===== config.mk =====
export PLATFORM = sky130hd
export DESIGN_NAME = pixel_writeback
export DESIGN_NICKNAME = d
export VERILOG_FILES = /design/src/rtl/pixel_wb_pkg.sv /design/src/rtl/pixel_wb_wstage.sv /design/src/rtl/pixel_writeback.sv
export SDC_FILE = /design/constraint.sdc
export NUM_CORES = 1
export LEC_CHECK = 0
export BUFFER_PORTS_ARGS = -buffer_cell sky130_fd_sc_hd__buf_2
export CAP_MARGIN = 25
export CORE_MARGIN = 10
export CORE_UTILIZATION = 44
export DETAILED_ROUTE_END_ITERATION = 8
export PLACE_DENSITY = 0.79
export SKIP_CTS_REPAIR_TIMING = 1
export SLEW_MARGIN = 20
export SYNTH_ARGS = -nofsm -noshare
export SYNTH_HDL_FRONTEND = slang
export SYNTH_HIERARCHICAL = 1
export SYNTH_SLANG_ARGS = --single-unit

===== constraint.sdc =====
create_clock -name clk -period 1.9 [get_ports clk]
set_input_delay 0.095 -clock clk [delete_from_list [all_inputs] [get_ports clk]]
set_output_delay 0.095 -clock clk [all_outputs]
set_load 0.05 [all_outputs]

===== src/rtl/pixel_wb_pkg.sv =====
// Shared types and constants for the pixel writeback block.
// Clamp option in the write stage: PIXEL_WRITEBACK_CLAMP_EN.
package pixel_wb_pkg;

   typedef enum logic [1:0] {
      IDLE = 2'd0,
      FILL = 2'd1,
      DONE = 2'd2
   } wb_state_e;

   localparam int PIX_MAX       = 255;
   localparam int DEFAULT_DEPTH = 32;

endpackage


===== src/rtl/pixel_wb_wstage.sv =====
// Registered frame-memory write port (strobe, address, data).
// PIXEL_WRITEBACK_CLAMP_EN saturates written pixels to PIX_MAX.
module pixel_wb_wstage
   import pixel_wb_pkg::*;
#(
   parameter int DATA_W = 32,
   parameter int ADDR_W = 5
) (
   input  logic              clk,
   input  logic              rst_n,
   input  logic              wr,
   input  logic [ADDR_W-1:0] wr_addr,
   input  logic [DATA_W-1:0] wr_data,
   output logic              mem_we,
   output logic [ADDR_W-1:0] address,
   output logic [DATA_W-1:0] din
);

   logic [DATA_W-1:0] pix;

   always_comb begin
`ifdef PIXEL_WRITEBACK_CLAMP_EN
      if (wr_data > DATA_W'(PIX_MAX))
         pix = DATA_W'(PIX_MAX);
      else
         pix = wr_data;
`else
      pix = wr_data;
`endif
   end

   // address/din hold their last value between writes
   always_ff @(posedge clk or negedge rst_n) begin
      if (!rst_n) begin
         mem_we  <= 1'b0;
         address <= '0;
         din     <= '0;
      end else begin
         mem_we <= wr;
         if (wr) begin
            address <= wr_addr;
            din     <= pix;
         end
      end
   end

endmodule


===== src/rtl/pixel_writeback.sv =====
// Captures one frame of pixels from a valid/ready stream into memory.
// Optional clamp (PIXEL_WRITEBACK_CLAMP_EN) lives in pixel_wb_wstage.
module pixel_writeback
   import pixel_wb_pkg::*;
#(
   parameter int DEPTH  = DEFAULT_DEPTH,
   parameter int DATA_W = 32,
   parameter int ADDR_W = 5
) (
   input  logic              clk,
   input  logic              rst_n,
   input  logic              trigger,
   input  logic              s_valid,
   output logic              s_ready,
   input  logic [DATA_W-1:0] s_data,
   input  logic              s_last,
   output logic              mem_we,
   output logic [ADDR_W-1:0] address,
   output logic [DATA_W-1:0] din,
   output logic              busy,
   output logic              done,
   output logic              frame_err
);

   wb_state_e state, state_n;

   // one spare bit so the count reaches DEPTH instead of wrapping
   logic [ADDR_W:0] wcnt;
   logic            hs;
   logic            at_end;
   logic            fin;
   logic            start;

   assign hs     = s_valid & s_ready;
   assign at_end = (wcnt == (ADDR_W+1)'(DEPTH-1));
   assign fin    = hs & (s_last | at_end);
   assign start  = (state == IDLE) & trigger;

   always_ff @(posedge clk or negedge rst_n) begin
      if (!rst_n)
         state <= IDLE;
      else
         state <= state_n;
   end

   always_comb begin
      state_n = state;
      unique case (state)
         IDLE:    if (trigger) state_n = FILL;
         FILL:    if (fin) state_n = DONE;
         DONE:    state_n = IDLE;
         default: state_n = IDLE;
      endcase
   end

   always_comb begin
      s_ready = 1'b0;
      busy    = 1'b0;
      done    = 1'b0;
      unique case (state)
         IDLE: ;
         FILL: begin
            s_ready = 1'b1;
            busy    = 1'b1;
         end
         DONE: begin
            busy = 1'b1;
            done = 1'b1;
         end
         default: ;
      endcase
   end

   always_ff @(posedge clk or negedge rst_n) begin
      if (!rst_n)
         wcnt <= '0;
      else if (start)
         wcnt <= '0;
      else if (hs)
         wcnt <= wcnt + 1'b1;
   end

   // error when s_last and the final slot disagree
   always_ff @(posedge clk or negedge rst_n) begin
      if (!rst_n)
         frame_err <= 1'b0;
      else if (start)
         frame_err <= 1'b0;
      else if (hs && (s_last != at_end))
         frame_err <= 1'b1;
   end

   pixel_wb_wstage #(
      .DATA_W (DATA_W),
      .ADDR_W (ADDR_W)
   ) u_wstage (
      .clk     (clk),
      .rst_n   (rst_n),
      .wr      (hs),
      .wr_addr (wcnt[ADDR_W-1:0]),
      .wr_data (s_data),
      .mem_we  (mem_we),
      .address (address),
      .din     (din)
   );

endmodule


==> impl_metrics.yaml <==
run_status:
  status: "complete, no violations"
global_routing:
  grt_overflow: 0
  grt_pass1_vias: 1438
  grt_antenna_before_repair: 0
  grt_pass1_wl_um: 7180
  grt_max_degree: 36
  grt_use_total: 0.117
worst_setup_path:
  slowest_stage: "or3b_4"
  worstPathRequired_ns: 2.08
  cp.arrival_ns: 2.07
  start_kind: "flip-flop"
  crit_top_cell: "ha_2"
  critical_path.max_stage_delay_ns: 0.37
  cp_top_family: "simple AND/OR/NAND/NOR gates"
  path_class: "flip-flop to flip-flop"
  path_cells: "ha_2 > nand3_2 > or3b_4 > ha_2 > nand2b_4 > a21oi_4 > mux2_4"
  crit_path_end_kind: "flip-flop"
  crit_fanout: 2
  crit_buf_inv: 0
clocking:
  clockBufferDepth: 2
  cts-htree-levels: 2
  clk_latency_ns: 0.29
  cts_buffers: 5
  cts_tree: "built"
  cts.sinks: 47
  root_buffer: "clkbuf_8"
  cts.reportedPaths.clkPinSlew_ns: 0.08
detailed_routing:
  via_per_inst: 4.82
  initialDrtViolationCount: 40
  ant_nets: 0
  routedWlPerCell_um: 16.4
  drt-pass1-iter-count: 4
  routed_wl_um: 4530
  drc_errors: 0
  vias: 1335
timing:
  max_freq_mhz: 530
  tightestPinTransition_ns: 0.748
  maxSlewViolCount: 0
  finalSetupViolations: 0
  rsz0062_at_grt: "yes"
  fin_skew_ns: 0.00419
  fin_crit_sh: 0.992
  whs_ns: 0.0234
  period_needed_ns: 1.89
  relSlewSlack: 0.501
  hold_viol: 0
  setup_ws_ns: 0.0149
synthesis:
  ys_top_cells_by_count: "47 x dfrtp_1, 30 x mux2_4, 9 x mux2_2, 7 x ha_1"
  synth_area_per_cell_um2: 15.8
  yosysTopAreaCell: "dfrtp_1"
  syn-cell-area_mm2: 0.00207
  synth_ff_type: "dfrtp_1"
  synthDistinctLibCells: 22
  ys_top_cells_by_area: "dfrtp_1 57%, mux2_4 22%, mux2_2 4.9%"
  ys_ff_latch: 47
  synth.net_count: 175
  async_reset_ff_frac: 1.00
  synth_seq_area_share: 0.568
  yosys_warnings: 6
  synth_cells: 131
  synth.most_common_cell: "dfrtp_1"
  synth_edf_count: 0
  yosysTopAreaCellShare: 0.568
finish:
  design_area_mm2: 0.00274
  synthToLayoutAreaGrowth_pct: 32.1
  layout-drive-gt1-share: 0.649
  fin_cells: 277
  diodes: 0
  final_nets: 268
die:
  ioPinCount: 79
  die_h_um: 88.6
  coreArea_mm2: 0.00444
  start_util: 0.466
  dieArea_mm2: 0.00785
  die_w_um: 88.6
  num_rows: 24
placed_design:
  place.gp.congestion: 0.765
  dpl.hpwl_um: 3490
  port_buffers: 78
  pre_cts_ws_ns: 0.00959
  placed_cells: 266
  place_area_mm2: 0.00259
run:
  drv_cap: 0
min_path:
  min_path_type: "primary input to flip-flop"
## sequential cells by signal (all words and copies together) (netlist names)
name,flops
u_wstage/din,32
wcnt,6
u_wstage/address,5
state,2
frame_err,1
u_wstage/mem_we,1
## worst register-to-register path, cell delays in order (launching register included)
cell and delay, ns:
dfrtp_1 0.36, ha_2 0.19, nand3_2 0.09, or3b_4 0.37, ha_2 0.17, nand2b_4 0.14
a21oi_4 0.15, mux2_4 0.31
## per-stage QoR
step	util	TNS, ns
after global placement	0.583	0
final	0.615	0
after floorplan	-	-0.539
after CTS	0.610	0
after global routing	0.615	-0.129
after detailed placement	0.583	0
## metal layers
layer  share of wire  GRT usage  wire (um)
met1            0.43      0.142       1960
met2            0.47      0.189       2130
met3           0.091     0.0460        411
met5               0          0          0
met4          0.0071     0.0308         32
## cell usage in the layout (no fill, tap or decap)
cell           instances
or3_1                  3
clkbuf_8               6
bufinv_16              1
a21oi_4                1
o21ai_0                3
and2_1                 1
a21oi_1                4
buf_12                 2
nor2b_1                1
buf_4                 10
nand2b_4               1
inv_1                  4
dfrtp_1               47
ha_1                   4
or3b_4                 1
mux2_2                 7
nand4_2                1
buf_2                 78
inv_2                  1
nand2_1                2
a31oi_1                1
ha_2                   3
dlygate4sd3_1          1
xor2_1                 1
clkinv_2               1
nand3_2                1
nor2_1                 3
nand3_1                3
xnor2_1                1
mux2_4                32
## cell families (layout without fill, tap and decap cells)
family,after synthesis,in the layout,share of synthesized area
flip-flops,47,47,0.568
multiplexers,39,39,0.266
AND/OR/NAND/NOR,17,17,0.0471
buffers and inverters,10,104,0.0453
AO/OA/AOI/OAI,9,9,0.0224
adder cells (fa/ha/maj),7,7,0.0423
XOR/XNOR,2,2,0.00846
## worst paths after layout
path | cells after the start | startpoint | slack, ns | endpoint
min in group asynchronous | 2 | rst_n | 0.41 | u_wstage/mem_we$_DFF_PN0_
setup / recovery | 7 | wcnt[1]$_DFFE_PN0P_ | 0.01 | state[0]$_DFFE_PN0P_
hold / removal | 2 | s_data[28] | 0.02 | u_wstage/din[28]$_DFFE_PN0P_
max in group asynchronous | 3 | rst_n | 0.90 | frame_err$_DFFE_PN0P_
hold reg to reg | 1 | u_wstage/din[8]$_DFFE_PN0P_ | 0.51 | u_wstage/din[8]$_DFFE_PN0P_
setup reg to reg | 7 | wcnt[1]$_DFFE_PN0P_ | 0.01 | state[0]$_DFFE_PN0P_
## final cells by class
class | instances | area [um^2]
inverter | 5 | 18.8
clock buffer | 6 | 82.6
multi-input combinational | 74 | 842
clock inverter | 2 | 35.0
timing repair buffer | 91 | 515
tap | 52 | 65.1
fill | 350 | 1710
sequential | 47 | 1180
Power is left out: the tool's default activity adds up to more than one toggle a clock period on the data nets, which glitch-free logic cannot reach.
